==> src/rtl/tank_palette_pkg.sv <==
// Shared types and constants for the tank sprite palette controller.
// DEFAULT_PALETTE is the power-up palette loaded into both banks.
package tank_palette_pkg;

    typedef struct packed {
        logic [3:0] r;
        logic [3:0] g;
        logic [3:0] b;
    } color_t;

    typedef enum logic [1:0] {
        IDLE    = 2'd0,
        PENDING = 2'd1,
        COPY    = 2'd2
    } pal_state_t;

    localparam int PAL_DEPTH = 16;

    localparam color_t DEFAULT_PALETTE [PAL_DEPTH] = '{
        12'hB25, 12'hC94, 12'h851, 12'hFCB,
        12'h000, 12'h0F8, 12'h3A3, 12'h2C6,
        12'h8E9, 12'hFD2, 12'hE53, 12'h47F,
        12'h9BF, 12'h777, 12'hA4C, 12'hFFF
    };

    // Deeper palettes repeat the default table.
    function automatic color_t default_color(input int i);
        return DEFAULT_PALETTE[4'(i % PAL_DEPTH)];
    endfunction

endpackage

==> src/rtl/palette_bank.sv <==
// NUM_ENTRIES x 12-bit palette register file: one write port, one
// combinational read port, reset loads the default palette.
module palette_bank
    import tank_palette_pkg::*;
#(
    parameter int NUM_ENTRIES = 16,
    parameter int IDX_W       = 4
) (
    input  logic             clk,
    input  logic             rst,
    input  logic             we,
    input  logic [IDX_W-1:0] waddr,
    input  logic [11:0]      wdata,
    input  logic [IDX_W-1:0] raddr,
    output logic [11:0]      rdata
);

    color_t mem [NUM_ENTRIES];

    always_ff @(posedge clk or posedge rst) begin
        if (rst) begin
            for (int i = 0; i < NUM_ENTRIES; i++) begin
                mem[i] <= default_color(i);
            end
        end else if (we) begin
            mem[waddr] <= wdata;
        end
    end

    assign rdata = mem[raddr];

endmodule

==> src/rtl/tank_palette_ctrl.sv <==
// Double-buffered sprite palette: game logic writes the shadow bank, a commit
// copies it to the active bank during vblank; also applies the hit-flash.
//   state   | meaning
//   IDLE    | shadow writable, no commit outstanding
//   PENDING | commit accepted, shadow frozen, waiting for vsync_start
//   COPY    | one entry per cycle shadow -> active, pointer 0..NUM_ENTRIES-1
module tank_palette_ctrl
    import tank_palette_pkg::*;
#(
    parameter int NUM_ENTRIES  = 16,
    parameter int IDX_W        = 4,
    parameter int FLASH_FRAMES = 8
) (
    input  logic             Clk,
    input  logic             Reset,
    input  logic             vsync_start,
    input  logic             wr_valid,
    output logic             wr_ready,
    input  logic [IDX_W-1:0] wr_index,
    input  logic [11:0]      wr_color,
    input  logic             commit_req,
    output logic             commit_pending,
    input  logic             flash_trigger,
    output logic             flash_active,
    input  logic [IDX_W-1:0] pix_index,
    output logic [3:0]       red,
    output logic [3:0]       green,
    output logic [3:0]       blue
);

    pal_state_t       state_q, state_d;
    logic [IDX_W-1:0] copy_ptr;
    logic [7:0]       flash_cnt;
    logic             shadow_we, active_we;
    logic [11:0]      shadow_rd, active_rd;
    color_t           pix_q;

    palette_bank #(.NUM_ENTRIES(NUM_ENTRIES), .IDX_W(IDX_W)) u_shadow (
        .clk   (Clk),
        .rst   (Reset),
        .we    (shadow_we),
        .waddr (wr_index),
        .wdata (wr_color),
        .raddr (copy_ptr),
        .rdata (shadow_rd)
    );

    palette_bank #(.NUM_ENTRIES(NUM_ENTRIES), .IDX_W(IDX_W)) u_active (
        .clk   (Clk),
        .rst   (Reset),
        .we    (active_we),
        .waddr (copy_ptr),
        .wdata (shadow_rd),
        .raddr (pix_index),
        .rdata (active_rd)
    );

    always_ff @(posedge Clk or posedge Reset) begin
        if (Reset) state_q <= IDLE;
        else       state_q <= state_d;
    end

    always_comb begin
        state_d = state_q;
        case (state_q)
            IDLE:    if (commit_req)  state_d = PENDING;
            PENDING: if (vsync_start) state_d = COPY;
            COPY:    if (copy_ptr == IDX_W'(NUM_ENTRIES - 1)) state_d = IDLE;
            default: state_d = IDLE;
        endcase
    end

    always_comb begin
        wr_ready       = (state_q == IDLE);
        commit_pending = (state_q != IDLE);
        shadow_we      = (state_q == IDLE) && wr_valid;
        active_we      = (state_q == COPY);
    end

    // Pointer parks at 0 while PENDING so COPY always starts at entry 0.
    always_ff @(posedge Clk or posedge Reset) begin
        if (Reset)                  copy_ptr <= '0;
        else if (state_q == COPY)   copy_ptr <= copy_ptr + 1'b1;
        else                        copy_ptr <= '0;
    end

    always_ff @(posedge Clk or posedge Reset) begin
        if (Reset)                              flash_cnt <= '0;
        else if (flash_trigger)                 flash_cnt <= 8'(FLASH_FRAMES);
        else if (vsync_start && flash_cnt != 0) flash_cnt <= flash_cnt - 8'd1;
    end

    assign flash_active = (flash_cnt != 0);

    // 4'hF - c per channel is a bitwise inversion of the whole colour.
    always_ff @(posedge Clk or posedge Reset) begin
        if (Reset)             pix_q <= '0;
        else if (flash_active) pix_q <= ~active_rd;
        else                   pix_q <= active_rd;
    end

    assign red   = pix_q.r;
    assign green = pix_q.g;
    assign blue  = pix_q.b;

endmodule

==> config.mk <==
export PLATFORM = sky130hd
export DESIGN_NAME = tank_palette_ctrl
export DESIGN_NICKNAME = d
export VERILOG_FILES = /design/src/rtl/tank_palette_pkg.sv /design/src/rtl/palette_bank.sv /design/src/rtl/tank_palette_ctrl.sv
export SDC_FILE = /design/constraint.sdc
export NUM_CORES = 1
export LEC_CHECK = 0
export ABC_AREA = 1
export CELL_PAD_IN_SITES_DETAIL_PLACEMENT = 2
export CELL_PAD_IN_SITES_GLOBAL_PLACEMENT = 2
export CORE_ASPECT_RATIO = 1.2
export CORE_UTILIZATION = 37
export DETAILED_ROUTE_END_ITERATION = 6
export PLACE_DENSITY = 0.85
export SETUP_SLACK_MARGIN = 0.05
export SYNTH_ARGS = -nofsm -noshare
export SYNTH_HDL_FRONTEND = slang
export SYNTH_SLANG_ARGS = --single-unit
==> constraint.sdc <==
create_clock -name Clk -period 20.2 [get_ports Clk]
set_input_delay 4.04 -clock Clk [delete_from_list [all_inputs] [get_ports Clk]]
set_output_delay 4.04 -clock Clk [all_outputs]
set_load 0.05 [all_outputs]
==> results.toml <==
[clock_network]
path_clk_slew_ns = 0.06
root_buffer = "clkbuf_16"
clkLatencyLatePin_ns = 0.61
cts_made_buffers = 49
numClockSinks = 410
cts_hold_buf = 0
cts_tree = "done"
post_cts_resized = 0
cts_buffer_depth = 3
cts_setup_buffers = 0
htreeDepth = 2

[sta]
drv_slew = 0
hold_viol = 0
post-route-min-period_ns = 7.06
max_slew_margin = 0.258
fin_skew_ns = 0.0212
worst-slew-pin-transition_ns = 1.11
max_freq_ghz = 0.142
grt_setup_unrepaired = "false"
finalCritPeriodShare = 0.350
setup_violations = 0
worst_hold_slack_ns = 0.467
setup_tns_ns = 0

[drt]
post_drt_via_cell_ratio = 5.17
wire_per_inst_um = 21.7
detail_route.iter0.violations = 992
num_vias = 18800
dr.pass1.iters = 5
drtAntennaViolNets = 0
drc = 0
drt-total-wl_mm = 78.9

[global_route]
grt_antenna_before_repair = 0
grt_max_degree = 151
grt.total_usage = 0.280
grt_pass1_wl_mm = 123
grt_pass1_vias = 21500
overflow = 0

[critical_path]
cp.required_ns = 16.16
worstRegToRegCells = 8
cp-start-kind = "register"
worst-setup-path-type = "register to primary output"
crit_fanout = 14
r2r-start = "copy_ptr[1]"
r2r-end = "u_active.mem[132]"
r2r_slack_ns = 16.87
arrival_ns = 3.02
critPathCaptureType = "primary output"

[layout]
multi_input_area_um2 = 8110
nets = 2905
fillers = 6559
diodes = 0
syn_to_final_growth_pct = 11.2
drive_gt1_frac = 0.0882
final_cells = 3642
register_area_um2 = 10400

[placed_design]
io_buffers = 40
dp_hpwl_mm = 49.6
gp_routability_congestion = 0.884
post-place-cells = 3550

[yosys]
yosys_warnings = 0
synthesis.nets = 2954
synth_area_um2 = 20900
syn-instance-count = 2923
synth.avg_cell_area_um2 = 7.15
synth-seq-cells = 410
synth.distinct_cells = 31
yosysSeqAreaShare = 0.495

[min_path]
whs_path_depth = 2
hold_start = "u_active.mem[172]"
holdPathEnd = "u_active.mem[172]"
hp-class = "register to register"

[floorplanning]
core_region_area_um2 = 55900
ios = 41
die_w_um = 219
die_h_um = 262
die_area_um2 = 57500
core.rowCount = 95
start_util = 0.374

[power]
powerDensity_nw_per_um2 = 130
leakagePower_nw = 12.1
peakVddDrop_uv = 69.4

[job]
maxCapViolCount = 0

[status]
status = "finished clean"
-- state kept, by name, indices dropped and copies added, names as in the netlist --
| signal | count |
|---|---|
| flash_cnt | 8 |
| red | 4 |
| u_shadow.mem | 192 |
| u_active.mem | 192 |
| green | 4 |
| blue | 4 |
| state_q | 2 |
| copy_ptr | 4 |
-- logic make-up after synthesis --
group	after synthesis	share of synthesized area
compound gates	200	0.0485
simple gates	1724	0.335
fa+ha+maj	5	0.00299
flops	410	0.495
xor+xnor	2	0.000838
buf+inv	582	0.117
-- per-layer routing --
layer | GRT usage | wire (µm) | vias to the layer above
li1 | - | - | 8663
met3 | 0.0325 | 2190 | 186
met5 | 0 | 0 | -
met2 | 0.512 | 41600 | 342
met1 | 0.315 | 30900 | 9647
met4 | 0.144 | 4210 | 0
-- worst max-delay path by stage --
stage            startpoint           end  slack, ns  cells past startpoint
4_1_cts        flash_cnt[0]  flash_active      13.12                      7
3_5_place_dp   pix_index[1]       blue[3]      13.62                      9
2_1_floorplan         Reset       blue[0]       4.88                      1
3_3_place_gp   pix_index[2]       blue[2]      13.72                      6
5_1_grt        flash_cnt[0]  flash_active      13.01                      7
6_report       flash_cnt[0]  flash_active      13.14                      7
-- metrics by stage --
stage	instance area (µm²)	util	power [mW]	worst slack [ns]
2_1_floorplan	20900	-	1.75	4.88
3_3_place_gp	21500	0.386	2.01	13.72
3_5_place_dp	21500	0.386	2.07	13.62
4_1_cts	23200	0.416	3.04	13.12
5_1_grt	23200	0.416	3.17	13.01
6_report	23200	0.416	3.01	13.14
-- area by class of cell --
cell class | count | area share
Clock buffer | 77 | 0.0651
Clock inverter | 15 | 0.00781
Inverter | 418 | 0.0679
Multi-Input combinational cell | 1931 | 0.349
Sequential cell | 410 | 0.446
Tap cell | 727 | 0.0391
Timing Repair Buffer | 64 | 0.0252
-- cell usage after synthesis --
cell | instances | share of area
inv_1 | 384 | 0.069
nor2_1 | 36 | 0.0065
nor3_4 | 2 | 0.0016
clkbuf_1 | 56 | 0.010
nand2_4 | 12 | 0.0065
inv_2 | 33 | 0.0059
nand2_2 | 3 | 0.00090
o21ai_2 | 3 | 0.0013
nand4_2 | 4 | 0.0024
clkbuf_2 | 7 | 0.0017
buf_2 | 63 | 0.015
nand3_1 | 262 | 0.063
nor2_4 | 2 | 0.0011
a211oi_1 | 1 | 0.00036
ha_1 | 5 | 0.0030
dfrtp_1 | 330 | 0.39
nor2_2 | 3 | 0.00090
inv_4 | 1 | 0.00030
o21ai_0 | 139 | 0.033
and3_1 | 1 | 0.00030
buf_6 | 19 | 0.010
o21ai_1 | 53 | 0.013
nand2_1 | 1394 | 0.25
buf_4 | 7 | 0.0025
nand3b_1 | 1 | 0.00036
buf_1 | 12 | 0.0022
xor2_1 | 1 | 0.00042
dfstp_2 | 80 | 0.10
a21oi_1 | 4 | 0.00096
xnor2_1 | 1 | 0.00042
nand3_2 | 4 | 0.0019
-- placed cells by master (no fill, tap or decap), types with 3 or more instances in the layout --
cell type,n
nand2_1,1394
inv_1,383
dfrtp_1,328
nand3_1,262
o21ai_0,139
dfstp_2,80
o21ai_1,53
clkbuf_16,51
clkdlybuf4s50_1,38
nor2_1,35
inv_2,33
buf_4,24
clkbuf_8,14
nand2_4,12
clkbuf_1,12
clkinv_2,9
ha_1,5
nor2_2,4
nand3_2,4
nand4_2,4
a21oi_1,4
bufinv_16,4
nand2_2,3
o21ai_2,3
-- power breakdown --
group	internal [mW]	switching (mW)	leakage (nW)
registers	1.02	0.102	5.27
clock network	0.564	0.379	0.840
logic	0.253	0.696	5.97
total	1.84	1.18	12.1
-- worst max-delay path, stage by stage (launching register included) --
cell	delay, ns
dfrtp_1	0.36
inv_1	0.08
ha_1	0.26
nand2_1	0.12
nor2_1	0.06
buf_4	0.20
inv_1	0.43
clkdlybuf4s50_1	0.91
Power figures use the tool's default switching activity.
